--- src/rtl/alu_exec_pkg.sv ---
// Shared definitions for the register-to-register ALU execute sequencer:
// opcode constants, FSM state encoding and flag bit positions.
package alu_exec_pkg;

  localparam logic [2:0] OP_ADD = 3'o0;
  localparam logic [2:0] OP_SHR = 3'o1;
  localparam logic [2:0] OP_SHL = 3'o2;
  localparam logic [2:0] OP_NOT = 3'o3;
  localparam logic [2:0] OP_AND = 3'o4;
  localparam logic [2:0] OP_OR  = 3'o5;
  localparam logic [2:0] OP_XOR = 3'o6;
  localparam logic [2:0] OP_CMP = 3'o7;

  typedef enum logic [1:0] {
    ST_IDLE   = 2'd0,
    ST_LD_TMP = 2'd1,
    ST_EXEC   = 2'd2,
    ST_WB     = 2'd3
  } state_t;

  localparam int FLG_C = 3;
  localparam int FLG_A = 2;
  localparam int FLG_E = 1;
  localparam int FLG_Z = 0;

  // Bit 7 of an instruction word marks it as a register-to-register ALU op.
  function automatic logic is_alu_instr(input logic [7:0] instr);
    return instr[7];
  endfunction

endpackage

--- src/rtl/alu_flags_reg.sv ---
// Four-bit {C,A,E,Z} flag register with load enable and synchronous
// active-low reset.
module alu_flags_reg
  import alu_exec_pkg::*;
(
  input  logic       clk,
  input  logic       reset_n,
  input  logic       load,
  input  logic [3:0] d,
  output logic [3:0] q
);

  // Flags load only on request and otherwise hold their value.
  always_ff @(posedge clk) begin
    if (!reset_n) begin
      q <= 4'b0000;
    end else if (load) begin
      q <= d;
    end
  end

endmodule

--- src/rtl/alu_exec_seq.sv ---
// Execute sequencer for one ALU instruction: IDLE -> LD_TMP -> EXEC -> WB.
// Optional macro CARRY_CHAIN_EN feeds the registered carry flag into alu_c_in.
module alu_exec_seq
  import alu_exec_pkg::*;
#(
  parameter int DATA_W     = 8,
  parameter int REG_ADDR_W = 2,
  parameter int OP_W       = 3
) (
  input  logic                  clk,
  input  logic                  reset_n,
  input  logic                  start,
  input  logic [7:0]            instr,
  output logic [REG_ADDR_W-1:0] reg_rd_addr,
  input  logic [DATA_W-1:0]     reg_rd_data,
  output logic                  reg_wr_en,
  output logic [REG_ADDR_W-1:0] reg_wr_addr,
  output logic [DATA_W-1:0]     reg_wr_data,
  output logic [DATA_W-1:0]     alu_a,
  output logic [DATA_W-1:0]     alu_b,
  output logic [OP_W-1:0]       alu_op,
  output logic                  alu_c_in,
  input  logic [DATA_W-1:0]     alu_c,
  input  logic                  alu_c_out,
  input  logic                  alu_a_larger,
  input  logic                  alu_equal,
  input  logic                  alu_zero,
  output logic                  busy,
  output logic                  done,
  output logic [3:0]            flags
);

  state_t              state_r;
  state_t              state_s;
  logic [6:0]          instr_r;
  logic [DATA_W-1:0]   tmp_r;
  logic [DATA_W-1:0]   acc_r;
  logic                busy_r;
  logic                done_r;
  logic                wr_en_r;
  logic                flags_load_s;
  logic                accept_s;
  logic [OP_W-1:0]     op_s;
  logic [REG_ADDR_W-1:0] ra_s;
  logic [REG_ADDR_W-1:0] rb_s;

  assign op_s     = instr_r[6:4];
  assign ra_s     = instr_r[3:2];
  assign rb_s     = instr_r[1:0];
  assign accept_s = start && is_alu_instr(instr);

  // Next-state and per-state datapath steering; ALU sees ADD/0 outside EXEC.
  always_comb begin
    state_s      = state_r;
    reg_rd_addr  = '0;
    alu_a        = '0;
    alu_op       = OP_ADD;
    flags_load_s = 1'b0;
    case (state_r)
      ST_IDLE: begin
        if (accept_s) begin
          state_s = ST_LD_TMP;
        end else begin
          state_s = ST_IDLE;
        end
      end
      ST_LD_TMP: begin
        reg_rd_addr = rb_s;
        state_s     = ST_EXEC;
      end
      ST_EXEC: begin
        reg_rd_addr  = ra_s;
        alu_a        = reg_rd_data;
        alu_op       = op_s;
        flags_load_s = 1'b1;
        state_s      = ST_WB;
      end
      ST_WB: begin
        state_s = ST_IDLE;
      end
      default: begin
        state_s = ST_IDLE;
      end
    endcase
  end

  // State, operand/result registers and registered status strobes.
  always_ff @(posedge clk) begin
    if (!reset_n) begin
      state_r <= ST_IDLE;
      instr_r <= 7'd0;
      tmp_r   <= '0;
      acc_r   <= '0;
      busy_r  <= 1'b0;
      done_r  <= 1'b0;
      wr_en_r <= 1'b0;
    end else begin
      state_r <= state_s;
      busy_r  <= (state_s != ST_IDLE);
      done_r  <= (state_s == ST_WB);
      wr_en_r <= (state_s == ST_WB) && (op_s != OP_CMP);
      if ((state_r == ST_IDLE) && accept_s) begin
        instr_r <= instr[6:0];
      end
      if (state_r == ST_LD_TMP) begin
        tmp_r <= reg_rd_data;
      end
      // CMP only produces flags, so ACC keeps the previous result.
      if ((state_r == ST_EXEC) && (op_s != OP_CMP)) begin
        acc_r <= alu_c;
      end
    end
  end

  alu_flags_reg u_flags (
    .clk     (clk),
    .reset_n (reset_n),
    .load    (flags_load_s),
    .d       ({alu_c_out, alu_a_larger, alu_equal, alu_zero}),
    .q       (flags)
  );

  assign alu_b       = tmp_r;
  assign reg_wr_addr = rb_s;
  assign reg_wr_data = acc_r;
  assign reg_wr_en   = wr_en_r;
  assign done        = done_r;
  assign busy        = busy_r;

`ifdef CARRY_CHAIN_EN
  assign alu_c_in = flags[FLG_C];
`else
  assign alu_c_in = 1'b0;
`endif

endmodule

--- config.mk ---
export PLATFORM = sky130hd
export DESIGN_NAME = alu_exec_seq
export DESIGN_NICKNAME = d
export VERILOG_FILES = /design/src/rtl/alu_exec_pkg.sv /design/src/rtl/alu_flags_reg.sv /design/src/rtl/alu_exec_seq.sv
export SDC_FILE = /design/constraint.sdc
export NUM_CORES = 1
export LEC_CHECK = 0
export ABC_AREA = 1
export BUFFER_PORTS_ARGS = -buffer_cell sky130_fd_sc_hd__buf_2
export CAP_MARGIN = 20
export CORE_AREA = 5 5 66 68
export CTS_CLUSTER_DIAMETER = 100
export DETAILED_ROUTE_END_ITERATION = 16
export DIE_AREA = 0 0 71 73
export PLACE_DENSITY = 0.69
export SLEW_MARGIN = 20
export SYNTH_ARGS = -nofsm -noshare
export SYNTH_HDL_FRONTEND = slang
export SYNTH_SLANG_ARGS = --single-unit
--- constraint.sdc ---
create_clock -name clk -period 2.65 [get_ports clk]
set_clock_uncertainty 0.1 [all_clocks]
set_input_delay 0.265 -clock clk [delete_from_list [all_inputs] [get_ports clk]]
set_output_delay 0.265 -clock clk [all_outputs]
set_load 0.1 [all_outputs]
==> flow_summary.yaml <==
sta:
  drv_slew: 0
  period_minus_slack_ns: 2.142
  relSlewSlack_pct: 65.20
  rsz0062_at_grt: "no"
  finalSetupTns_ns: 0
  finalSetupViolCount: 0
  tightest_slew_ns: 0.5219
  finalHoldViolCount: 0
  fmax_mhz: 466.8
  min_period_over_period_pct: 80.83
floorplanning:
  io_pins: 70
  start_util_pct: 37.22
  core_mm2: 0.003799
  dieArea_mm2: 0.005183
  die_h_um: 73
  num_rows: 23
  die_x_um: 71
worst_setup_path:
  cp_max_fo: 13
  critical_path_class: "reg -> out"
  crit_required_ns: 2.29
  max_stage_delay_ns: 0.44
  path_cells: "inv_1 -> ha_1 -> nand2_1 -> a21oi_1 -> buf_2"
  worstReg2RegEnd: "busy"
  cp.arrival_ns: 1.78
  r2r_start: "state_r[0]"
  worstRegToRegCells: 5
  end_kind: "output pin"
  slowest_stage: "buf_2"
  r2r_setup_slack_ns: 1.17
  cp-start-kind: "register"
clocking:
  clockBufferDepth: 2
  worst_setup_hold_path_clk_slew_ns: 0.06
  cts_tree: "done"
  cts_setup_buffers: 0
  insertion_delay_ns: 0.27
  numCtsBuffers: 5
  holdBufCountCts: 0
  ctsHtreeMaxLevel: 2
  cts_sinks: 32
  post_cts_resized: 0
  root_buffer: "clkbuf_8"
pwr:
  swShare_pct: 37.88
  power_w: 0.001276
  pwr-share-clk_pct: 28.8
  vdd.ir_drop.worst_v: 0.0003447
  p_switching_w: 0.0004832
  seq_power_share_pct: 41.5
  power_leakage_nw: 1.036
  pwr-share-comb_pct: 29.7
  power.density_mw_per_mm2: 699.4
  p_int_w: 0.0007926
logic_synthesis:
  synth.distinct_cells: 18
  synth-compound-area-share_pct: 11.06
  synth_mux_area_share_pct: 0
  synth_top_family_by_area: "simple AND/OR/NAND/NOR gates"
  syn_avg_cell_area_um2: 7.326
  syn-num-nets: 228
  yosysSeqAreaShare_pct: 45.31
  synthesis.area_mm2: 0.001414
  ys.warnings.count: 0
  yosys.area_share.simple_pct: 25.75
  syn_inst: 193
  synth-xor-area-share_pct: 0
  synth-seq-cells: 32
  synthAdderAreaFrac_pct: 3.540
finish:
  fin_cells: 307
  fillers: 395
  area_growth_pct: 29.03
  seq_area_um2: 640.6
  num-nets-final: 291
  multiInputGateArea_um2: 574.3
  diodes: 0
  final_layout_size_suffix_gt1_share_pct: 30.35
  fin_area_mm2: 0.001824
drt:
  vias: 1349
  drtPass1Iterations: 5
  post-route-drc-count: 0
  drt_wl_total_mm: 3.184
  via_per_inst: 4.394
  drt_iter0_drc: 56
  ant_nets: 0
  wire_per_inst_um: 10.37
hold_path:
  min_from: "alu_zero"
  worstHoldEndpoint: "u_flags.q[0]"
  hold_path_class: "in -> reg"
  hold_depth: 3
placed_design:
  place_area_mm2: 0.001734
  globalplace.congestion: 0.7476
  dp_cells: 299
  dp_hpwl_mm: 2.453
  port_buffers: 68
global_routing:
  overflow: 0
  grt_max_degree: 24
  grt_pass1_wl_mm: 5.119
  grt_pass1_vias: 1197
  antenna_found_initial: 0
  globalRouteTotalUtil_pct: 12.33
run:
  drv_cap: 0
outcome:
  outcome: "complete, no violations"
## flip-flops by register name, summed over array words and instances (netlist names)
register / cells
alu_b: 8
busy: 1
done: 1
instr_r: 7
reg_wr_data: 8
reg_wr_en: 1
state_r: 2
u_flags.q: 4
## worst max-delay path: cells and delay by family (launching register included)
| kind | cells | cell delay [ns] |
|---|---|---|
| simple gates | 1 | 0.11 |
| fa+ha+maj | 1 | 0.42 |
| buf+inv | 2 | 0.53 |
| compound gates | 1 | 0.13 |
| flops | 1 | 0.31 |
## synth_stat cells (all sizes together)
cell type	n	area (µm²)
a21oi	18	90.09
a31oi	1	6.260
buf	12	76.32
clkbuf	1	13.76
clkinv	1	3.750
conb	1	3.750
dfxtp	32	640.6
ha	4	50.05
inv	28	105.1
nand2	34	127.6
nand3	10	72.57
nand4	7	43.79
nor2	32	120.1
o21ai	12	60.06
## per-stage QoR
stage / setup slack, ns / util, % / hold WS [ns]
3_3_place_gp: 0.8019 / 45.65 / 0.3568
4_1_cts: 0.4827 / 48.02 / 0.1190
2_1_floorplan: 0.05317 / - / 0.2811
5_1_grt: 0.3258 / 48.02 / 0.1411
3_5_place_dp: 0.7929 / 45.65 / 0.3603
6_report: 0.5079 / 48.02 / 0.1209
## cell type report
| class | count | share of cell area [%] |
|---|---|---|
| multi-input combinational | 119 | 31.48 |
| inverter | 29 | 5.967 |
| tap | 50 | 3.429 |
| timing repair buffer | 69 | 19.07 |
| sequential | 32 | 35.12 |
| clock buffer | 8 | 4.938 |
## placed cells by master, fill, tap and decap left out
cell type   n
buf_2      68
nand2_1    34
nor2_1     32
dfxtp_1    32
inv_1      28
a21oi_1    18
o21ai_0    12
nand3_1     7
nand4_1     7
clkbuf_8    6
ha_1        4
nand3_2     2
clkbuf_1    2
nand3_4     1
clkinv_1    1
a31oi_1     1
conb_1      1
buf_4       1
## logic make-up (layout without fill, tap and decap cells)
family	after synthesis	after routing
buf+inv	42	106
flops	32	32
simple gates	83	83
other cells	1	1
fa+ha+maj	4	4
compound gates	31	31
## worst max path at each step
stage / from / slack, ns / to / cells after the start
finish: state_r[0] / 0.51 / reg_rd_addr[1] / 5
global route: state_r[0] / 0.33 / reg_rd_addr[1] / 5
CTS: state_r[0] / 0.48 / reg_rd_addr[1] / 5
detailed placement: state_r[0] / 0.79 / alu_op[0] / 5
global placement: state_r[0] / 0.80 / alu_op[0] / 5
floorplan: state_r[0] / 0.05 / reg_rd_addr[0] / 5
## per-layer routing
layer	track usage [%]	routed length, µm
met1	14.92	1369
met2	20.60	1577
met3	3.857	223
met4	4.593	14
met5	0	0
## power groups by stage
| stage | Sequential [W] | Clock, W | Combinational, W |
|---|---|---|---|
| detailed placement | 0.000540 | 0 | 0.000381 |
| finish | 0.000529 | 0.000368 | 0.000379 |
| global route | 0.000533 | 0.000401 | 0.000401 |
| global placement | 0.000539 | 0 | 0.000378 |
| CTS | 0.000529 | 0.000382 | 0.000381 |
| floorplan | 0.000713 | 0 | 0.000143 |
No activity file was read; power rests on OpenSTA's default activity.
